### config.mk
export PLATFORM = sky130hd
export DESIGN_NAME = single_accumulator
export DESIGN_NICKNAME = d
export VERILOG_FILES = /design/src/rtl/single_accumulator.sv
export SDC_FILE = /design/constraint.sdc
export NUM_CORES = 1
export LEC_CHECK = 0
export CELL_PAD_IN_SITES_DETAIL_PLACEMENT = 0
export CELL_PAD_IN_SITES_GLOBAL_PLACEMENT = 1
export CORE_ASPECT_RATIO = 1.1
export CORE_MARGIN = 2
export CORE_UTILIZATION = 49
export CTS_CLUSTER_DIAMETER = 120
export DETAILED_ROUTE_END_ITERATION = 6
export PLACE_DENSITY_LB_ADDON = 0.1
export REMOVE_ABC_BUFFERS = 1
export SLEW_MARGIN = 5
export SYNTH_ARGS = -nofsm -noshare
export SYNTH_HDL_FRONTEND = slang
export SYNTH_SLANG_ARGS = --single-unit
### constraint.sdc
create_clock -name clk -period 7.2 [get_ports clk]
set_clock_uncertainty 0.2 [all_clocks]
set_input_delay 0.72 -clock clk [delete_from_list [all_inputs] [get_ports clk]]
set_output_delay 0.72 -clock clk [all_outputs]
set_load 0.02 [all_outputs]
### src/rtl/single_accumulator.sv
// single_accumulator
//   Sums N_TERMS consecutive IEEE-754 single-precision products (from
//   single_multiplier) into a running sum, rounding to nearest-even after
//   every addition, then presents the sum on a stb/ack output and clears.
//   Iterative datapath: one adder, one-cycle alignment shifter and one-cycle
//   leading-zero normaliser, sequenced by an FSM.
//
//   Optional feature macro: SINGLE_ACC_LAST_EN adds input_a_last, which
//   ends the accumulation early after the flagged term.
//
// Ports
//   clk           in   clock, rising edge
//   rst           in   synchronous active-low reset
//   input_a       in   32-bit product operand
//   input_a_stb   in   input_a valid
//   input_a_ack   out  ready to take input_a
//   input_a_last  in   (SINGLE_ACC_LAST_EN only) term closes the accumulation
//   output_z      out  32-bit accumulated sum
//   output_z_stb  out  output_z valid
//   output_z_ack  in   consumer has taken output_z
module single_accumulator #(
    parameter int N_TERMS = 4
) (
    input  logic        clk,
    input  logic        rst,
    input  logic [31:0] input_a,
    input  logic        input_a_stb,
    output logic        input_a_ack,
`ifdef SINGLE_ACC_LAST_EN
    input  logic        input_a_last,
`endif
    output logic [31:0] output_z,
    output logic        output_z_stb,
    input  logic        output_z_ack
);

    localparam int CW = (N_TERMS > 1) ? $clog2(N_TERMS) : 1;
    localparam logic [CW-1:0] LAST_CNT = CW'(N_TERMS - 1);

    typedef enum logic [3:0] {
        GET_A, UNPACK, SPECIAL, ALIGN, ADD, NORM, ROUND, PACK, PUT_Z
    } state_t;

    state_t             r_state;
    logic [31:0]        r_sum;
    logic [31:0]        r_a;
    logic [CW-1:0]      r_count;
`ifdef SINGLE_ACC_LAST_EN
    logic               r_last;
`endif

    // unpacked operands (biased exponents, hidden bit explicit)
    logic               r_s_sign, r_a_sign;
    logic signed [9:0]  r_s_exp, r_a_exp;
    logic [23:0]        r_s_man, r_a_man;

    // datapath: mantissas carry guard/round/sticky in bits [2:0]
    logic [26:0]        r_big_m, r_small_m;
    logic [27:0]        r_m;
    logic signed [9:0]  r_exp;
    logic               r_sign, r_sub, r_zero;
    logic [22:0]        r_frac;
    logic               r_special;
    logic [31:0]        r_res;

    logic               w_s_nan, w_a_nan, w_s_inf, w_a_inf;
    logic               w_special;
    logic [31:0]        w_special_res;
    logic               w_a_bigger;
    logic signed [9:0]  w_big_exp, w_small_exp;
    logic [23:0]        w_big_man, w_small_man;
    logic               w_big_sign;
    logic [9:0]         w_diff;
    logic [26:0]        w_small_ext, w_mask, w_aligned;
    logic [27:0]        w_addsub;
    logic [4:0]         w_lz;
    logic               w_rnd_up;
    logic [24:0]        w_man25;
    logic               w_end;

    always_comb begin
        w_s_nan = (&r_sum[30:23]) && (|r_sum[22:0]);
        w_a_nan = (&r_a[30:23])   && (|r_a[22:0]);
        w_s_inf = (&r_sum[30:23]) && !(|r_sum[22:0]);
        w_a_inf = (&r_a[30:23])   && !(|r_a[22:0]);

        w_special     = 1'b1;
        w_special_res = 32'h7FC00000;
        if (w_s_nan || w_a_nan) begin
            w_special_res = 32'h7FC00000;
        end else if (w_s_inf && w_a_inf && (r_sum[31] != r_a[31])) begin
            w_special_res = 32'h7FC00000;
        end else if (w_s_inf) begin
            w_special_res = r_sum;
        end else if (w_a_inf) begin
            w_special_res = r_a;
        end else begin
            w_special = 1'b0;
        end

        // Zeros carry exponent 0 and mantissa 0, so they always lose this
        // comparison against a non-zero operand and add through exactly.
        w_a_bigger  = (r_a_exp > r_s_exp) ||
                      ((r_a_exp == r_s_exp) && (r_a_man > r_s_man));
        w_big_exp   = w_a_bigger ? r_a_exp  : r_s_exp;
        w_small_exp = w_a_bigger ? r_s_exp  : r_a_exp;
        w_big_man   = w_a_bigger ? r_a_man  : r_s_man;
        w_small_man = w_a_bigger ? r_s_man  : r_a_man;
        w_big_sign  = w_a_bigger ? r_a_sign : r_s_sign;
        w_diff      = w_big_exp - w_small_exp;
        w_small_ext = {w_small_man, 3'b000};

        w_mask = '0;
        if (w_diff > 10'd26) begin
            w_aligned = {26'd0, |w_small_ext};
        end else begin
            w_mask    = (27'd1 << w_diff[4:0]) - 27'd1;
            w_aligned = (w_small_ext >> w_diff[4:0]) |
                        {26'd0, |(w_small_ext & w_mask)};
        end

        w_addsub = r_sub ? ({1'b0, r_big_m} - {1'b0, r_small_m})
                         : ({1'b0, r_big_m} + {1'b0, r_small_m});

        // ascending scan: the highest set bit is the last one to write
        w_lz = '0;
        for (int unsigned i = 0; i < 27; i++) begin
            if (r_m[i]) w_lz = 5'(26 - i);
        end

        w_rnd_up = r_m[2] && (r_m[1] || r_m[0] || r_m[3]);
        w_man25  = {1'b0, r_m[26:3]} + {24'd0, w_rnd_up};
    end

`ifdef SINGLE_ACC_LAST_EN
    assign w_end = (r_count == LAST_CNT) || r_last;
`else
    assign w_end = (r_count == LAST_CNT);
`endif

    always_ff @(posedge clk) begin
        if (!rst) begin
            r_state      <= GET_A;
            r_sum        <= '0;
            r_count      <= '0;
            input_a_ack  <= 1'b0;
            output_z_stb <= 1'b0;
            output_z     <= '0;
        end else begin
            case (r_state)
                GET_A: begin
                    if (input_a_ack && input_a_stb) begin
                        r_a         <= input_a;
`ifdef SINGLE_ACC_LAST_EN
                        r_last      <= input_a_last;
`endif
                        input_a_ack <= 1'b0;
                        r_state     <= UNPACK;
                    end else begin
                        input_a_ack <= 1'b1;
                    end
                end
                UNPACK: begin
                    r_s_sign <= r_sum[31];
                    r_a_sign <= r_a[31];
                    // denormals flush to signed zero
                    r_s_exp  <= (r_sum[30:23] == 8'd0) ? 10'sd0 : $signed({2'b00, r_sum[30:23]});
                    r_a_exp  <= (r_a[30:23] == 8'd0)   ? 10'sd0 : $signed({2'b00, r_a[30:23]});
                    r_s_man  <= (r_sum[30:23] == 8'd0) ? 24'd0 : {1'b1, r_sum[22:0]};
                    r_a_man  <= (r_a[30:23] == 8'd0)   ? 24'd0 : {1'b1, r_a[22:0]};
                    r_state  <= SPECIAL;
                end
                SPECIAL: begin
                    r_special <= w_special;
                    r_res     <= w_special_res;
                    r_state   <= w_special ? PACK : ALIGN;
                end
                ALIGN: begin
                    r_big_m   <= {w_big_man, 3'b000};
                    r_small_m <= w_aligned;
                    r_exp     <= w_big_exp;
                    r_sign    <= w_big_sign;
                    r_sub     <= r_s_sign ^ r_a_sign;
                    r_state   <= ADD;
                end
                ADD: begin
                    r_m     <= w_addsub;
                    r_zero  <= (w_addsub == 28'd0);
                    r_state <= NORM;
                end
                NORM: begin
                    if (r_m[27]) begin
                        r_m   <= {1'b0, r_m[27:2], r_m[1] | r_m[0]};
                        r_exp <= r_exp + 10'sd1;
                    end else if (r_m[26:0] != 27'd0) begin
                        r_m   <= r_m << w_lz;
                        r_exp <= r_exp - 10'(w_lz);
                    end
                    r_state <= ROUND;
                end
                ROUND: begin
                    // on mantissa carry the value is exactly 1.0 x 2^(exp+1)
                    r_frac <= w_man25[24] ? w_man25[23:1] : w_man25[22:0];
                    if (w_man25[24]) r_exp <= r_exp + 10'sd1;
                    r_state <= PACK;
                end
                PACK: begin
                    if (r_special) begin
                        r_sum <= r_res;
                    end else if (r_zero) begin
                        // same-sign exact zero only arises from (-0)+(-0) or (+0)+(+0)
                        r_sum <= {r_sign & ~r_sub, 31'd0};
                    end else if (r_exp >= 10'sd255) begin
                        r_sum <= {r_sign, 8'hFF, 23'd0};
                    end else if (r_exp <= 10'sd0) begin
                        r_sum <= {r_sign, 31'd0};
                    end else begin
                        r_sum <= {r_sign, r_exp[7:0], r_frac};
                    end
                    if (w_end) begin
                        r_state <= PUT_Z;
                    end else begin
                        r_count     <= r_count + 1'b1;
                        input_a_ack <= 1'b1;
                        r_state     <= GET_A;
                    end
                end
                PUT_Z: begin
                    if (output_z_stb && output_z_ack) begin
                        output_z_stb <= 1'b0;
                        r_sum        <= '0;
                        r_count      <= '0;
                        input_a_ack  <= 1'b1;
                        r_state      <= GET_A;
                    end else begin
                        output_z     <= r_sum;
                        output_z_stb <= 1'b1;
                    end
                end
                default: r_state <= GET_A;
            endcase
        end
    end

endmodule
==> metrics.md <==
| Metric | Value |
|---|---|
| Worst VDD drop | 0.179 mV |
| Post-Syn Area | 0.0202 mm2 |
| ANT nets after route | 0 |
| Clock sink total | 318 |
| Least-Margin Pin Slew | 1.24 ns |
| DRC Markers | 0 |
| FP Rows | 78 |
| CTS Buf Count | 37 |
| Via/cell ratio | 6.06 |
| Core box area | 0.0410 mm2 |
| Die Y | 217 um |
| Num ports | 70 |
| Top_reg_cell synth | edfxtp_1 |
| Via count | 16.6k |
| Iter 0 DRT Violations | 1453 |
| Layout cells sized above 1 | 6.77% |
| Initial Util | 49.3% |
| Synth-to-Final Area Change | 11.6% |
| # Max-Cap Violations | 0 |
| Synth area leaders | edfxtp_1, dfxtp_1, mux2i_1, ha_1, a21oi_1 |
| Outcome | finished, final reports clean |
| Final Setup Violations | 0 |
| Worst Path Arrival | 6.69 ns |
| PwrDens | 249 mW/mm2 |
| Initial antenna violation count | 3 |
| Final critical-path share of the clock period | 90.6% |
| Hold Crit Class | reg -> reg |
| Leak pwr | 8.49 nW |
| Top-count cell post-synth | edfxtp_1 |
| Cell taking the most area after synthesis | edfxtp_1 |
| Worst-path cell chain | inv_1 > ha_1 > o21a_1 > o31ai_1 > a21o_1 > o32ai_2 > or3_2 > buf_4 > o22ai_1 > a22oi_1 > a21oi_1 > or4_1 > a2111oi_4 > nand2_2 > nor3b_1 |
| Synth unique cells | 83 |
| EDFF count, synth | 246 |
| Rel. slew slack | 17.3% |
| Total grt overflow | 0 |
| Post-CTS setup buffers | 0 |
| Crit path time final | 6.53 ns |
| H-tree depth | 2 |
| Port Buf Inserts | 69 |
| Final nets | 2321 |
| Commonest cells in the netlist | edfxtp_1, nand2_1, a21oi_1, nor2_1, clkbuf_1 |
| Critical-path maximum fanout | 76 |
| Post-DR wirelength/cell | 22.2 um |
| Final hold viol count | 0 |
| Post-synth top area share | 36.6% |
| Post-cts hold buffer count | 0 |
| Die area | 0.0429 mm2 |
| CP max-delay cell | o32ai_2 |
| Type of origin of the critical path | flip-flop |
| Fillcell total | 3770 |
| First-pass GRT wire length | 91900 um |
| Slew Limit Fails | 0 |
| N_diodes | 0 |
| Max incr delay on CP | 0.99 ns |
| Unrepaired setup endpoints after global routing | no |
| Flop2flop setup slack | 0.67 ns |
| Setup TNS Final | 0 ns |
| Ys async rst share | 0% |
| Critical Path Sink Type | flip-flop |
| Clock transition at path regs | 0.06 ns |
| Final wirelength | 60800 um |
| CTS tree | built |
| Drt pass-1 iters | 6 |
| Vias in the first global route | 15.6k |
| Largest net degree at the start of global routing | 77 |
| Max Freq | 153 MHz |
| Routability congestion estimate | 0.964 |
| Die X-Extent | 198 um |
| Number of gates resized after cts | 0 |
| #FFs+latches synth | 318 |
| Clock Tree Root | clkbuf_16 |
| Clk buf depth | 3 |
| Hold WS | 0.252 ns |
| Tot GR Track Use | 28.2% |
| CP Class | reg -> reg |
| Post-detail-place hpwl | 45500 um |
| Ys Warns | 0 |
| Post-synthesis sequential area ratio | 43.7% |
| Syn Area/Cell | 9.26 um2 |
| Gate Count Post-Synth | 2181 |
| Clock latency at the later pin of the worst-skew pair | 0.57 ns |
| Req. time, crit path | 7.37 ns |
==> sequential cells by signal, summed over array words and instances, names as in the netlist, 23 cells and up <==
register / count
output_z: 32
r_a: 32
r_res: 32
r_sum: 32
r_m: 28
r_small_m: 27
r_a_man: 24
r_big_m: 24
r_s_man: 24
r_frac: 23
==> power by group <==
part | internal (mW) | switching [mW]
combinational | 0.538 | 0.969
clock | 1.12 | 0.778
sequential | 2.12 | 0.0946
==> metal layers <==
layer	up-vias	track usage (%)	part of all wire, %	wire length [um]
met5	-	0	0.021	13
met4	2	11.2	3.9	2390
met3	110	4.01	6.1	3710
met2	589	45.5	47	28400
met1	7947	38.4	43	26400
li1	7925	-	-	-
==> layout make-up <==
class                      count  area (um2)  area share, %
sequential                   318        8830           39.2
clock inverter                18         196          0.872
multi-input combinational   1636       10600           46.9
tap                          520         651           2.89
timing repair buffer          98         908           4.03
clock buffer                  44        1010           4.50
inverter                     101         379           1.68
==> per-stage QoR <==
stage / setup slack [ns] / power (mW) / util, % / instances / instance area, um2
2_1_floorplan: -0.0498 / 3.25 / - / 2055 / 19700
3_3_place_gp: 0.995 / 3.72 / 52.0 / 2673 / 21300
3_5_place_dp: 0.830 / 3.72 / 52.0 / 2673 / 21300
4_1_cts: 0.769 / 5.63 / 55.0 / 2735 / 22500
5_1_grt: 0.283 / 5.86 / 55.0 / 2735 / 22500
6_report: 0.674 / 5.62 / 55.0 / 2735 / 22500
==> critical path: cells and delay by family, from the launching register on <==
family                   cells  cell delay [ns]
AO/OA/AOI/OAI                8             3.00
AND/OR/NAND/NOR              4             1.52
buffers and inverters        2             0.61
adder cells (fa/ha/maj)      1             0.58
flip-flops                   1             0.39
==> kinds of logic after synthesis <==
group / Yosys count / synth area share (%)
adder cells (fa/ha/maj): 93 / 5.84
flip-flops: 318 / 43.7
AND/OR/NAND/NOR: 756 / 17.6
multiplexers: 149 / 8.01
XOR/XNOR: 58 / 2.52
other: 2 / 0.0372
buffers and inverters: 255 / 4.81
AO/OA/AOI/OAI: 550 / 17.5
==> final timing paths <==
path,startpoint,end,cells past startpoint
max reg2reg,r_s_exp[3],r_small_m[26],15
min reg2reg,output_z[18],output_z[18],2
min,output_z[18],output_z[18],2
max,r_s_exp[3],r_small_m[26],15
==> cells in the final DEF (no fill, tap or decap), drive strengths merged, types with 63 or more instances in the layout <==
master and instances:
a21oi 196, and2 63, clkdlybuf4s50 69, dfxtp 72, edfxtp 246, ha 91, inv 104, mux2i 121
nand2 243, nor2 195, nor3 67, o21ai 111
(Power assumes the default switching activity.)
